--- src/rtl/uart_tx_stream_if.sv ---
// Valid/ready word stream between a producer and the UART transmitter.
interface uart_tx_stream_if #(
    parameter int unsigned DATA_BITS = 8
);
    logic [DATA_BITS-1:0] i_data;
    logic                 i_valid;
    logic                 o_ready;

    modport master (output i_data, output i_valid, input o_ready);
    modport slave  (input i_data, input i_valid, output o_ready);
endinterface

--- src/rtl/uart_tx_stream.sv ---
// Parametrised UART transmitter with an input FIFO; frames stream back-to-back
// with no idle gap while the FIFO holds data.
module uart_tx_stream #(
    parameter int unsigned DATA_BITS    = 8,
    parameter int unsigned CLKS_PER_BIT = 16,
    parameter int unsigned PARITY       = 0,
    parameter int unsigned STOP_BITS    = 1,
    parameter int unsigned FIFO_DEPTH   = 4,
    localparam int unsigned LVL_W       = $clog2(FIFO_DEPTH) + 1
) (
    input  logic                    i_clk,
    input  logic                    i_rst,
    uart_tx_stream_if.slave         i_stream,
    output logic                    o_tx,
    output logic                    o_busy,
    output logic [LVL_W-1:0]        o_level
);

    localparam int unsigned PTR_W = $clog2(FIFO_DEPTH);
    localparam int unsigned CNT_W = $clog2(CLKS_PER_BIT);
    localparam int unsigned BIT_W = $clog2(DATA_BITS);

    if (DATA_BITS < 5 || DATA_BITS > 9) begin : g_bad_data_bits
        $error("uart_tx_stream: DATA_BITS must be in 5..9");
    end
    if (CLKS_PER_BIT < 2) begin : g_bad_clks_per_bit
        $error("uart_tx_stream: CLKS_PER_BIT must be >= 2");
    end
    if (PARITY > 2) begin : g_bad_parity
        $error("uart_tx_stream: PARITY must be 0, 1 or 2");
    end
    if (STOP_BITS < 1 || STOP_BITS > 2) begin : g_bad_stop_bits
        $error("uart_tx_stream: STOP_BITS must be 1 or 2");
    end
    if (FIFO_DEPTH < 2 || (FIFO_DEPTH & (FIFO_DEPTH - 1)) != 0) begin : g_bad_fifo_depth
        $error("uart_tx_stream: FIFO_DEPTH must be a power of two >= 2");
    end

    typedef enum logic [2:0] {StIdle, StStart, StData, StParity, StStop} state_e;

    state_e               r_state, w_state_next;
    logic [DATA_BITS-1:0] r_mem [FIFO_DEPTH];
    logic [PTR_W-1:0]     r_wr_ptr, r_rd_ptr;
    logic [LVL_W-1:0]     r_level, w_level_next;
    logic                 r_ready;
    logic [DATA_BITS-1:0] r_shift, w_shift_next;
    logic                 r_parity, w_parity_next;
    logic [CNT_W-1:0]     r_clk_cnt, w_clk_cnt_next;
    logic [BIT_W-1:0]     r_bit_cnt, w_bit_cnt_next;
    logic                 r_tx, w_tx_next;
    logic                 r_busy;
    logic [DATA_BITS-1:0] w_head;
    logic                 w_push, w_pop, w_load, w_full, w_empty, w_bit_end;

    // Full/ready come from registered occupancy, so a pop never frees a slot early.
    assign w_full       = (r_level == LVL_W'(FIFO_DEPTH));
    assign w_empty      = (r_level == '0);
    assign w_push       = i_stream.i_valid && !w_full;
    assign w_level_next = r_level + LVL_W'(w_push) - LVL_W'(w_pop);
    assign w_head       = r_mem[r_rd_ptr];
    assign w_bit_end    = (r_clk_cnt == CNT_W'(CLKS_PER_BIT - 1));

    always_ff @(posedge i_clk or posedge i_rst) begin
        if (i_rst) begin
            r_wr_ptr <= '0;
            r_rd_ptr <= '0;
            r_level  <= '0;
            r_ready  <= 1'b1;
        end else begin
            if (w_push) r_wr_ptr <= r_wr_ptr + 1'b1;
            if (w_pop)  r_rd_ptr <= r_rd_ptr + 1'b1;
            r_level <= w_level_next;
            r_ready <= (w_level_next != LVL_W'(FIFO_DEPTH));
        end
    end

    always_ff @(posedge i_clk) begin
        if (w_push) r_mem[r_wr_ptr] <= i_stream.i_data;
    end

    always_comb begin
        w_state_next   = r_state;
        w_shift_next   = r_shift;
        w_parity_next  = r_parity;
        w_clk_cnt_next = r_clk_cnt;
        w_bit_cnt_next = r_bit_cnt;
        w_tx_next      = r_tx;
        w_load         = 1'b0;
        w_pop          = 1'b0;

        if (r_state != StIdle) begin
            w_clk_cnt_next = w_bit_end ? '0 : r_clk_cnt + 1'b1;
        end

        unique case (r_state)
            StIdle: begin
                w_load = !w_empty;
            end
            StStart: begin
                if (w_bit_end) begin
                    w_state_next = StData;
                    w_tx_next    = r_shift[0];
                end
            end
            StData: begin
                if (w_bit_end) begin
                    if (r_bit_cnt == BIT_W'(DATA_BITS - 1)) begin
                        w_bit_cnt_next = '0;
                        if (PARITY != 0) begin
                            w_state_next = StParity;
                            w_tx_next    = r_parity;
                        end else begin
                            w_state_next = StStop;
                            w_tx_next    = 1'b1;
                        end
                    end else begin
                        w_bit_cnt_next = r_bit_cnt + 1'b1;
                        w_shift_next   = r_shift >> 1;
                        w_tx_next      = r_shift[1];
                    end
                end
            end
            StParity: begin
                if (w_bit_end) begin
                    w_state_next = StStop;
                    w_tx_next    = 1'b1;
                end
            end
            StStop: begin
                if (w_bit_end) begin
                    if (r_bit_cnt == BIT_W'(STOP_BITS - 1)) begin
                        w_bit_cnt_next = '0;
                        w_state_next   = StIdle;
                        w_tx_next      = 1'b1;
                        w_load         = !w_empty;
                    end else begin
                        w_bit_cnt_next = r_bit_cnt + 1'b1;
                    end
                end
            end
            default: begin
                w_state_next = StIdle;
                w_tx_next    = 1'b1;
            end
        endcase

        // Loading from the last stop cycle starts the next frame with no idle gap.
        if (w_load) begin
            w_pop          = 1'b1;
            w_shift_next   = w_head;
            w_parity_next  = (PARITY == 1) ? ~(^w_head) : ^w_head;
            w_state_next   = StStart;
            w_clk_cnt_next = '0;
            w_tx_next      = 1'b0;
        end
    end

    always_ff @(posedge i_clk or posedge i_rst) begin
        if (i_rst) begin
            r_state   <= StIdle;
            r_shift   <= '0;
            r_parity  <= 1'b0;
            r_clk_cnt <= '0;
            r_bit_cnt <= '0;
            r_tx      <= 1'b1;
            r_busy    <= 1'b0;
        end else begin
            r_state   <= w_state_next;
            r_shift   <= w_shift_next;
            r_parity  <= w_parity_next;
            r_clk_cnt <= w_clk_cnt_next;
            r_bit_cnt <= w_bit_cnt_next;
            r_tx      <= w_tx_next;
            r_busy    <= (w_state_next != StIdle);
        end
    end

    assign i_stream.o_ready = r_ready;
    assign o_tx             = r_tx;
    assign o_busy           = r_busy;
    assign o_level          = r_level;

endmodule

--- src/flat_wrapper.sv ---
// flat-port wrapper written by rule: the top's interface ports become plain ports
module uart_tx_stream_flat 
#(
    parameter int unsigned DATA_BITS    = 8,
    parameter int unsigned CLKS_PER_BIT = 16,
    parameter int unsigned PARITY       = 0,
    parameter int unsigned STOP_BITS    = 1,
    parameter int unsigned FIFO_DEPTH   = 4,
    localparam int unsigned LVL_W       = $clog2(FIFO_DEPTH) + 1
)
  (i_clk, i_rst, o_tx, o_busy, o_level, i_stream_i_data, i_stream_i_valid, i_stream_o_ready);
  uart_tx_stream_if #(.DATA_BITS(DATA_BITS)) i_stream_i ();
  input  logic i_clk;
  input  logic i_rst;
  output logic o_tx;
  output logic o_busy;
  output logic [LVL_W-1:0] o_level;
  input wire logic [$bits(i_stream_i.i_data)-1:0] i_stream_i_data;
  input wire logic [$bits(i_stream_i.i_valid)-1:0] i_stream_i_valid;
  output wire logic [$bits(i_stream_i.o_ready)-1:0] i_stream_o_ready;
  assign i_stream_i.i_data = i_stream_i_data;
  assign i_stream_i.i_valid = i_stream_i_valid;
  assign i_stream_o_ready = i_stream_i.o_ready;
  uart_tx_stream #(.DATA_BITS(DATA_BITS), .CLKS_PER_BIT(CLKS_PER_BIT), .PARITY(PARITY), .STOP_BITS(STOP_BITS), .FIFO_DEPTH(FIFO_DEPTH)) u_core (.i_clk(i_clk), .i_rst(i_rst), .i_stream(i_stream_i), .o_tx(o_tx), .o_busy(o_busy), .o_level(o_level));
endmodule
--- config.mk ---
export PLATFORM = sky130hd
export DESIGN_NAME = uart_tx_stream_flat
export DESIGN_NICKNAME = d
export VERILOG_FILES = /design/src/rtl/uart_tx_stream_if.sv /design/src/rtl/uart_tx_stream.sv /design/src/flat_wrapper.sv
export SDC_FILE = /design/constraint.sdc
export NUM_CORES = 1
export LEC_CHECK = 0
export BUFFER_PORTS_ARGS = -buffer_cell sky130_fd_sc_hd__buf_2
export CORE_ASPECT_RATIO = 0.5
export CORE_MARGIN = 2
export CORE_UTILIZATION = 55
export CTS_BUF_LIST = sky130_fd_sc_hd__clkbuf_2
export DETAILED_ROUTE_END_ITERATION = 16
export GPL_TIMING_DRIVEN = 0
export PLACE_DENSITY = 0.8
export SYNTH_ARGS = -nofsm -noshare
export SYNTH_HDL_FRONTEND = slang
export SYNTH_SLANG_ARGS = --single-unit
--- constraint.sdc ---
create_clock -name i_clk -period 6.9 [get_ports i_clk]
set_clock_uncertainty 0.1 [all_clocks]
set_input_delay 0 -clock i_clk [delete_from_list [all_inputs] [get_ports i_clk]]
set_output_delay 0 -clock i_clk [all_outputs]
set_load 0.005 [all_outputs]
==> results of run 1 <==
-- worst max path at each step --
stage | slack [ps] | endpoint
final | 3810 | u_core.i_stream.o_ready
after global routing | 3630 | u_core.i_stream.o_ready
after CTS | 3870 | u_core.i_stream.o_ready
after detailed placement | 4020 | u_core.i_stream.o_ready
after global placement | 4090 | u_core.i_stream.o_ready
after floorplan | 4360 | u_core.i_stream.o_ready
-- per-stage QoR --
step / std cells / hold slack (ps)
2_1_floorplan: 187 / -36.1
3_3_place_gp: 269 / 110
3_5_place_dp: 269 / 124
4_1_cts: 295 / 123
5_1_grt: 295 / 128
6_report: 295 / 174
-- logic make-up after synthesis --
kind of cell               count (synthesis)  share of synthesized area [%]
AOI/OAI and AO/OA                         34                           8.78
xor gates and xnor gates                   6                           1.96
adders and majority gates                 11                           5.42
buffers and inverters                     21                           3.69
DFF                                       60                           62.1
muxes                                     11                           7.89
and+or+nand+nor                           44                           10.1
-- critical path, cell delays in order (launching register included) --
cell	delay, ps
dfrtp_1	410
buf_2	180
nor3_2	550
and2_1	290
buf_4	200
ha_1	150
inv_1	40
ha_1	190
fa_1	380
xnor2_1	240
xnor2_1	210
nand2_1	90
-- cells in the mapped netlist --
library cell / instances
mux2_2: 1
and2_1: 10
a211o_1: 1
or3_1: 2
or3b_2: 1
dfstp_2: 2
xor2_1: 1
xnor2_1: 5
a221o_1: 5
buf_6: 1
mux2i_1: 2
nand3_2: 1
o21ai_0: 11
a31o_2: 1
o32ai_1: 1
a21oi_1: 5
nor3_2: 2
buf_2: 4
nor4_1: 1
o22a_1: 1
buf_4: 2
mux4_2: 8
a31oi_1: 3
nand3_1: 5
a2111oi_0: 1
nor4_4: 1
inv_1: 12
o41ai_1: 1
ha_1: 10
a2111o_1: 1
dfrtp_1: 26
or4b_1: 1
a21oi_2: 1
nor3_1: 1
nor2_1: 4
nor3b_1: 1
fa_1: 1
clkbuf_1: 2
and3_1: 2
nand2_1: 8
o22ai_1: 1
nand2b_1: 4
edfxtp_1: 32
o21bai_1: 1
-- final cells by class --
cell class                 count  area, um2
buffer                         9       53.8
sequential                    60       1660
inverter                      12       45.0
clock buffer                  10       50.0
fill                         308       1450
multi-input combinational    106        916
tap                           66       82.6
timing repair buffer          26        180
clock inverter                 6       88.8
-- routing by layer --
layer  wire length [um]  GRT usage, %  vias up
li1                   -             -      776
met5                  0             0        -
met1               2080          25.4      785
met2               2180          29.5       40
met3                250          7.27        6
met4                 67          7.56        0
-- state kept, by name (all words and copies together) (netlist names) --
| signal | flops |
|---|---|
| u_core.r_mem | 32 |
| u_core.r_shift | 8 |
| u_core.r_clk_cnt | 4 |
| u_core.o_level | 3 |
| u_core.r_bit_cnt | 3 |
| u_core.r_state | 3 |
| u_core.r_rd_ptr | 2 |
| u_core.r_wr_ptr | 2 |
| u_core.i_stream.o_ready | 1 |
| u_core.o_busy | 1 |
| u_core.o_tx | 1 |
-- power groups by stage --
stage	registers, mW	clock network [mW]	logic (mW)
after global placement	0.548	0	0.397
after floorplan	0.541	0	0.321
final	0.546	0.251	0.419
after global routing	0.558	0.270	0.471
after detailed placement	0.554	0	0.410
after CTS	0.546	0.256	0.422
-- placed cells by master, fill, tap and decap left out, types with 2 or more instances in the layout --
cell type	n
nor3_2	2
buf_4	2
inv_1	12
buf_2	20
o21ai_0	11
clkinvlp_4	2
dfrtp_1	26
a21oi_1	5
nand2b_1	4
ha_1	10
bufinv_16	2
xnor2_1	5
nor2_1	4
nand2_1	8
dfstp_2	2
edfxtp_1	32
and2_1	10
a31oi_1	3
and3_1	2
clkbuf_2	10
or3_1	2
a221o_1	5
mux4_2	8
mux2i_1	2
nand3_1	5
dlygate4sd3_1	10
clkbuf_1	2
==> qor.yml, run 1 <==
outcome:
  status: "completed"
final_layout:
  fin_area_um2: 3080
  final_util_pct: 68.0
  syn_to_final_growth_pct: 15.0
  antenna_cells: 0
  final_layout_size_suffix_gt1_share_pct: 24.9
  nets: 246
synthesis:
  yosysSeqAreaShare_pct: 62.1
  yosysTopAreaCell: "edfxtp_1"
  synth_top_cell_area_share_pct: 35.9
  synth_cell_types: 44
  yosys_warnings: 0
  avgSynthCellArea_um2: 14.3
  syn-cell-area_um2: 2680
  ys_seq_elements: 60
  synth_nets: 209
  synthCells: 187
  yosys-top-cells-area: "edfxtp_1 36%, dfrtp_1 24%, mux4_2 6.7%"
setup_path:
  ff2ff_setup_slack_ps: 3810
  crit_arrival_ps: 3400
  r2r-start: "u_core.r_state[1]"
  crit_fanout: 10
  endpoint_kind: "register"
  critPathLaunchType: "register"
  worstSetupPathType: "register to register"
  worstSetupStartpoint: "u_core.r_state[1]"
  timing.rr.end: "u_core.i_stream.o_ready"
  cp.required_ps: 7200
  reg2regPathDepth: 11
power:
  p_int_mw: 0.810
  ir_drop_mv: 0.196
  switching_share_pct: 33.4
  clockPowerShare_pct: 20.7
  seqPwrFrac_pct: 44.9
  p_sw_mw: 0.406
  leakage_nw: 1.21
  power_frac_comb_pct: 34.4
  power_density_nw_per_um2: 395
  power.total_mw: 1.22
floorplanning:
  die_h_um: 53.4
  die_x_um: 103
  core_area_um2: 4530
  rows: 17
  ios: 17
  die_area_um2: 5480
  initial_core_util_pct: 59.1
global_route:
  grt_overflow: 0
  antenna_found_initial: 0
  grt_max_degree: 29
  grt.total_usage_pct: 19.3
  grt_pass1_wl_um: 7420
  grt_pass1_vias: 1533
cts:
  clock_path_buffers: 2
  clock-sinks: 60
  numCtsBuffers: 9
  clk_latency_ps: 460
  hold_buffers: 10
  tritoncts: "done"
  path_clk_slew_ps: 160
  cts.htree.levels: 3
  post_cts_buffers: 0
  cts_resized: 0
  cts-root-buf: "clkbuf_2"
timing:
  final.setup.tns_ps: 0
  fmax_mhz: 323
  worst_slack_ps: 3810
  tightest_slew_ps: 1040
  maxSlewHeadroom_pct: 30.3
  period_minus_slack_ps: 3090
  drv_slew: 0
  fin_crit_sh_pct: 44.8
  setup_viol: 0
  hold_violations: 0
  rsz0062_at_grt: "no"
drt:
  drt_wl_total_um: 4590
  drtIter0Drc: 100
  viasPerCell: 5.45
  drtPass1Iterations: 4
  wl_per_cell_um: 15.5
  drtAntennaViolNets: 0
  vias: 1607
  drc_errors: 0
flow_run:
  drv_cap: 0
placed_design:
  port_buffers: 16
  pre_cts_ws_ps: 4020
  hpwl_um: 2960
  place_congestion: 0.791
  dpl_cell_area_um2: 2840
min_path:
  hold_class: "primary input to register"
  min_from: "i_stream_i_data[7]"
  hold_end: "u_core.r_mem[2][7]"
  min_path_cells: 2
Note: power is estimated with default switching activity, not from simulation.
==> run 2: changes to the inputs <==
==> constraint.sdc (replaced) <==
create_clock -name i_clk -period 3.2 [get_ports i_clk]
set_clock_uncertainty 0.1 [all_clocks]
set_input_delay 0 -clock i_clk [delete_from_list [all_inputs] [get_ports i_clk]]
set_output_delay 0 -clock i_clk [all_outputs]
set_load 0.005 [all_outputs]
==> qor.yml, run 2 (synthesized netlist as in run 1, its figures left out) <==
global_route:
  grt_max_degree: 29  # unchanged
  grt_pass1_wl_um: 7420  # unchanged
  antenna_found_initial: 0  # unchanged
  grt.total_usage_pct: 19.3  # unchanged
  grt_overflow: 0  # unchanged
  grt_pass1_vias: 1533  # unchanged
final_layout:
  nets: 246  # unchanged
  fin_area_um2: 3090  # +0.20%
  layout_common_cells: "32 x edfxtp_1, 26 x dfrtp_1, 20 x buf_2, 12 x inv_1, 11 x o21ai_0"
  multi_input_area_um2: 922  # +0.68%
  reg_top3: "u_core.r_mem (32), u_core.r_shift (8), u_core.r_clk_cnt (4)"
  syn_to_final_growth_pct: 15.2
  layout_commonest_cell: "edfxtp_1"
  fillers: 308  # unchanged
  final_util_pct: 68.1  # +0.14 points
  seq_area_um2: 1660  # unchanged
  top_register: "u_core.r_mem"
  final_layout_size_suffix_gt1_share_pct: 24.9  # unchanged
  largest_reg_flops: 32  # unchanged
  antenna_cells: 0  # unchanged
setup_path:
  worstSetupStartpoint: "u_core.o_level[0]"
  slowest_stage: "dfrtp_1"
  crit_buf_inv: 2  # -1
  r2r-start: "u_core.o_level[0]"
  setup.worst_path.end: "u_core.i_stream.o_ready"
  critPathLaunchType: "register"
  crit_path_max_incr_delay_ps: 440  # -110 ps
  worstSetupPathType: "register to register"
  crit_arrival_ps: 3290  # -110 ps
  crit_chain: "nor3_2, nor3_4, and2_1, buf_4, ha_1, inv_1, ha_1, fa_1, xnor2_1, xnor2_1, nand2_1"
  path_delay_family: "adder cells"
  path_depth: 11  # unchanged
  reg2regPathDepth: 11  # unchanged
  crit_fanout: 10  # unchanged
  ff2ff_setup_slack_ps: 240  # -3570 ps
  endpoint_kind: "register"
  timing.rr.end: "u_core.i_stream.o_ready"
  cp.required_ps: 3530  # -3670 ps
power:
  power.total_mw: 2.64  # +120%
  ir_drop_mv: 0.426  # +120%
  power_density_nw_per_um2: 856  # +120%
  leakage_nw: 1.21  # +0.13%
drt:
  vias: 1625  # +1.1%
  drt_wl_total_um: 4620  # +0.85%
  drtIter0Drc: 101  # +1.0%
  drtAntennaViolNets: 0  # unchanged
  drtPass1Iterations: 5  # +1
  drc_errors: 0  # unchanged
  viasPerCell: 5.51  # +1.1%
  wl_per_cell_um: 15.7  # +0.85%
cts:
  tritoncts: "done"
  numCtsBuffers: 9  # unchanged
  path_clk_slew_ps: 170  # about the same
  post_cts_buffers: 0  # unchanged
  clock_path_buffers: 2  # unchanged
  cts.htree.levels: 3  # unchanged
  clock-sinks: 60  # unchanged
  cts-root-buf: "clkbuf_2"
  clk_latency_ps: 490  # +30 ps
floorplanning:
  rows: 17  # unchanged
  ios: 17  # unchanged
  core_area_um2: 4530  # unchanged
  die_x_um: 103  # unchanged
  die_h_um: 53.4  # unchanged
  initial_core_util_pct: 59.1  # unchanged
  die_area_um2: 5480  # unchanged
placed_design:
  pre_cts_ws_ps: 319  # -3700 ps
  dpl_cell_area_um2: 2840  # unchanged
  port_buffers: 16  # unchanged
  hpwl_um: 2960  # unchanged
  place_congestion: 0.791  # unchanged
timing:
  setup_viol: 0  # unchanged
  period_minus_slack_ps: 2960  # -132 ps
  maxSlewHeadroom_pct: 29.6  # -0.67 points
  tightest_slew_ps: 1050  # +10.1 ps
  rsz0062_at_grt: "no"
  drv_slew: 0  # unchanged
  fin_crit_sh_pct: 92.6  # +48 points
  hold_violations: 0  # unchanged
  final.setup.tns_ps: 0  # unchanged
  worst_slack_ps: 238  # -3570 ps
  fmax_mhz: 338  # +4.5%
flow_run:
  drv_cap: 0  # unchanged
min_path:
  hold_class: "primary input to register"
outcome:
  status: "completed"
==> run 2: worst min path at each step <==
stage | end | depth (start not counted) | start
final | u_core.r_mem[2][7] | 2 | i_stream_i_data[7]
after global routing | u_core.r_mem[0][6] | 2 | i_stream_i_data[6]
after CTS | u_core.r_mem[2][5] | 2 | i_stream_i_data[5]
after detailed placement | u_core.r_mem[0][5] | 1 | i_stream_i_data[5]
after global placement | u_core.r_mem[1][5] | 1 | i_stream_i_data[5]
after floorplan | u_core.o_busy | 1 | i_rst
==> run 2: layout make-up <==
class	instances	share of cell area (%)
Multi-Input combinational cell	106	29.9
Tap cell	66	2.68
Buffer	9	1.74
Clock inverter	6	2.88
Timing Repair Buffer	26	5.84
Clock buffer	10	1.62
Inverter	12	1.46
Sequential cell	60	53.9
==> run 2: routing by layer <==
metal  wire, um  vias up  global-route usage, %
met1       2160      792                   25.4
met2       2160       46                   29.5
li1           -      776                      -
met5          0        -                      0
met3        206       11                   7.27
met4         97        0                   7.56
==> run 2: report_power, final <==
group / switching (mW) / total, mW / internal, mW / leakage (nW)
logic: 0.487 / 0.915 / 0.428 / 0.504
registers: 0.118 / 1.18 / 1.06 / 0.632
clock network: 0.287 / 0.548 / 0.261 / 0.0781
==> run 2: per-stage QoR <==
stage | hold slack (ps) | instances
4_1_cts | 123 | 295
3_5_place_dp | 124 | 269
3_3_place_gp | 110 | 269
6_report | 141 | 295
2_1_floorplan | -36.1 | 187
5_1_grt | 117 | 295
==> run 2: timing repair <==
action | CTS | global route
hold buffers | 10 | 0
endpoints found under the hold margin | 60 | 0
setup endpoints to repair | 0 | 1
gates resized for setup | 0 | 1
==> run 3: changes to the inputs <==
--- a/config.mk
+++ b/config.mk
@@ -5,6 +5,7 @@
 export SDC_FILE = /design/constraint.sdc
 export NUM_CORES = 1
 export LEC_CHECK = 0
+export ABC_AREA = 1
 export BUFFER_PORTS_ARGS = -buffer_cell sky130_fd_sc_hd__buf_2
 export CORE_ASPECT_RATIO = 0.5
 export CORE_MARGIN = 2
==> qor.yml, run 3 <==
timing:
  worst_slack_ps: 425  # +187 ps
  period_minus_slack_ps: 2780  # -187 ps
  rsz0062_at_grt: "no"
  hold_violations: 0  # unchanged
  drv_slew: 0  # unchanged
  fmax_mhz: 360  # +6.7%
  fin_crit_sh_pct: 86.7  # -5.8 points
  setup_viol: 0  # unchanged
  maxSlewHeadroom_pct: 29.8  # +0.22 points
  tightest_slew_ps: 1050  # -3.32 ps
  final.setup.tns_ps: 0  # unchanged
  hold_ws_ps: 133  # -8.31 ps
synthesis:
  ys_seq_elements: 60  # unchanged
  synth-xor-area-share_pct: 1.27  # -0.69 points
  yosys-top-cells-area: "edfxtp_1 35%, dfrtp_1 24%, nand3_1 7.6%"
  synth_top_cell_area_share_pct: 34.9  # -0.96 points
  yosys_warnings: 0  # unchanged
  yosysSeqAreaShare_pct: 60.5  # -1.7 points
  post-synth-top-count-cell: "nand2_1"
  synthArstFlopShare_pct: 46.7  # unchanged
  synth-adder-area-share_pct: 5.27  # -0.15 points
  synth_nets: 292  # +40%
  synthSimpleGateAreaFrac_pct: 22.7  # +13 points
  synth-edff-count: 32  # unchanged
  synth_compound_area_share_pct: 4.86  # -3.9 points
  synthCells: 270  # +44%
  synthMuxAreaShare_pct: 0  # -7.9 points
  synth_commonest_cells: "55 x nand2_1, 42 x nand3_1, 32 x edfxtp_1, 26 x dfrtp_1, 26 x nor2_1"
  synth_top_family_by_area: "simple AND/OR/NAND/NOR gates"
  synth_cell_types: 28  # -36%
  avgSynthCellArea_um2: 10.2  # -29%
  yosysTopAreaCell: "edfxtp_1"
  syn-cell-area_um2: 2750  # +2.8%
  synth_ff_type: "edfxtp_1"
final_layout:
  layout_commonest_cell: "nand2_1"
  largest_reg_flops: 32  # unchanged
  fin_area_um2: 3130  # +1.5%
  final_layout_size_suffix_gt1_share_pct: 16.0  # -8.9 points
  top_register: "u_core.r_mem"
  layout_common_cells: "55 x nand2_1, 42 x nand3_1, 32 x edfxtp_1, 26 x nor2_1, 26 x dfrtp_1"
  reg_top3: "u_core.r_mem (32), u_core.r_shift (8), u_core.r_clk_cnt (4)"
  antenna_cells: 0  # unchanged
  nets: 329  # +34%
  syn_to_final_growth_pct: 13.8
min_path:
  hold_class: "primary input to register"
cts:
  cts-root-buf: "clkbuf_2"
  numCtsBuffers: 9  # unchanged
  clk_latency_ps: 500  # about the same
  cts.htree.levels: 3  # unchanged
  clock-sinks: 60  # unchanged
  clock_path_buffers: 2  # unchanged
  path_clk_slew_ps: 170  # about the same
  tritoncts: "done"
drt:
  drc_errors: 0  # unchanged
  drtAntennaViolNets: 0  # unchanged
  vias: 2062  # +27%
  wl_per_cell_um: 14.1  # -9.8%
  drtPass1Iterations: 4  # -1
  viasPerCell: 5.40  # -2.0%
  drt_wl_total_um: 5400  # +17%
  drtIter0Drc: 182  # +80%
placed_design:
  hpwl_um: 3590  # +21%
  port_buffers: 16  # unchanged
  pre_cts_ws_ps: 492  # +174 ps
  place_congestion: 0.827  # +4.5%
  dpl_cell_area_um2: 2920  # +2.8%
global_route:
  grt_pass1_wl_um: 8940  # +20%
  grt_max_degree: 29  # unchanged
  grt_pass1_vias: 1928  # +26%
  grt_overflow: 0  # unchanged
  antenna_found_initial: 0  # unchanged
  grt.total_usage_pct: 21.6  # +2.3 points
setup_path:
  setup.worst_path.end: "u_core.i_stream.o_ready"
  r2r-start: "u_core.r_clk_cnt[0]"
  cp.required_ps: 3550  # +20 ps
  worstSetupPathType: "register to register"
  reg2regPathDepth: 12  # +1
  worstSetupStartpoint: "u_core.r_clk_cnt[0]"
  timing.rr.end: "u_core.i_stream.o_ready"
  endpoint_kind: "register"
  crit_arrival_ps: 3120  # -170 ps
  critPathLaunchType: "register"
  crit_fanout: 10  # unchanged
  ff2ff_setup_slack_ps: 420  # +190 ps
floorplanning:
  initial_core_util_pct: 56.6  # -2.5 points
  rows: 18  # +1
  core_area_um2: 4860  # +7.4%
  ios: 17  # unchanged
  die_area_um2: 5620  # +2.6%
  die_x_um: 104  # +1.3%
  die_h_um: 54.0  # +1.3%
outcome:
  status: "completed"
flow_run:
  drv_cap: 0  # unchanged
power:
  ir_drop_mv: 0.375  # -12%
  leakage_nw: 1.35  # +11%
  power_density_nw_per_um2: 563  # -34%
==> run 3: changes by cell type after synthesis, moves of 6 or more <==
| cell | delta |
|---|---|
| nor2_1 | +22 |
| mux4_2 | -8 |
| and2_1 | -10 |
| inv_1 | +11 |
| nand3_1 | +37 |
| nand4_1 | +8 |
| o21ai_0 | +6 |
| nand2_1 | +47 |
==> run 3: layout make-up <==
| class | count | area [um2] |
|---|---|---|
| Inverter | 28 | 108 |
| Clock inverter | 7 | 67.6 |
| Tap cell | 70 | 87.6 |
| Timing Repair Buffer | 26 | 180 |
| Buffer | 6 | 41.3 |
| Sequential cell | 60 | 1660 |
| Multi-Input combinational cell | 176 | 940 |
| Fill cell | 397 | 1730 |
| Clock buffer | 9 | 45.0 |
==> run 3: power by group <==
group | switching, mW | total (mW) | leakage [nW] | internal (mW)
clock network | 0.288 | 0.463 | 0.0653 | 0.176
registers | 0.0546 | 0.999 | 0.632 | 0.945
logic | 0.190 | 0.300 | 0.649 | 0.110
total | 0.532 | 1.76 | 1.35 | 1.23
==> run 3: kinds of logic after synthesis <==
logic type,after synthesis
buffers and inverters,34
AOI/OAI and AO/OA,23
and+or+nand+nor,138
DFF,60
xor gates and xnor gates,4
adders and majority gates,11
==> run 3: per-stage QoR <==
step           power, mW  instances  utilization, %
6_report            1.76        382            64.4
5_1_grt             1.86        382            64.4
4_1_cts             1.77        382            64.4
3_5_place_dp        1.31        356            60.0
3_3_place_gp        1.29        356            60.0
2_1_floorplan       1.20        270               -
==> run 3: routing by layer <==
layer / track usage (%) / share of wire (%) / up-vias
met5: 0 / 0 / -
met4: 10.8 / 1.9 / 0
met3: 8.11 / 6.8 / 12
met2: 34.9 / 47 / 82
met1: 26.5 / 44 / 981
li1: - / - / 987
==> run 3: critical path: stages, from the launching register on <==
cell	delay, ps
dfrtp_1	450
ha_1	270
nand3_4	160
o21ai_4	280
nand2_4	140
inv_2	120
ha_1	130
inv_1	40
ha_1	190
fa_1	390
xnor2_1	170
xor2_1	190
nand2_1	70
==> run 3: how the worst min path moves through the flow <==
stage,from,to,cells past startpoint
floorplan,i_rst,u_core.o_busy,1
global placement,i_stream_i_data[2],u_core.r_mem[1][2],1
detailed placement,i_stream_i_data[1],u_core.r_mem[0][1],1
CTS,i_stream_i_data[1],u_core.r_mem[1][1],2
global route,i_stream_i_data[3],u_core.r_mem[0][3],2
finish,i_stream_i_data[1],u_core.r_mem[2][1],2
==> run 3: repair_timing <==
item                                   CTS  global route
endpoints found under the hold margin   61             0
resized for setup                        0             0
hold buffers                            10             0
setup buffers                            0             0
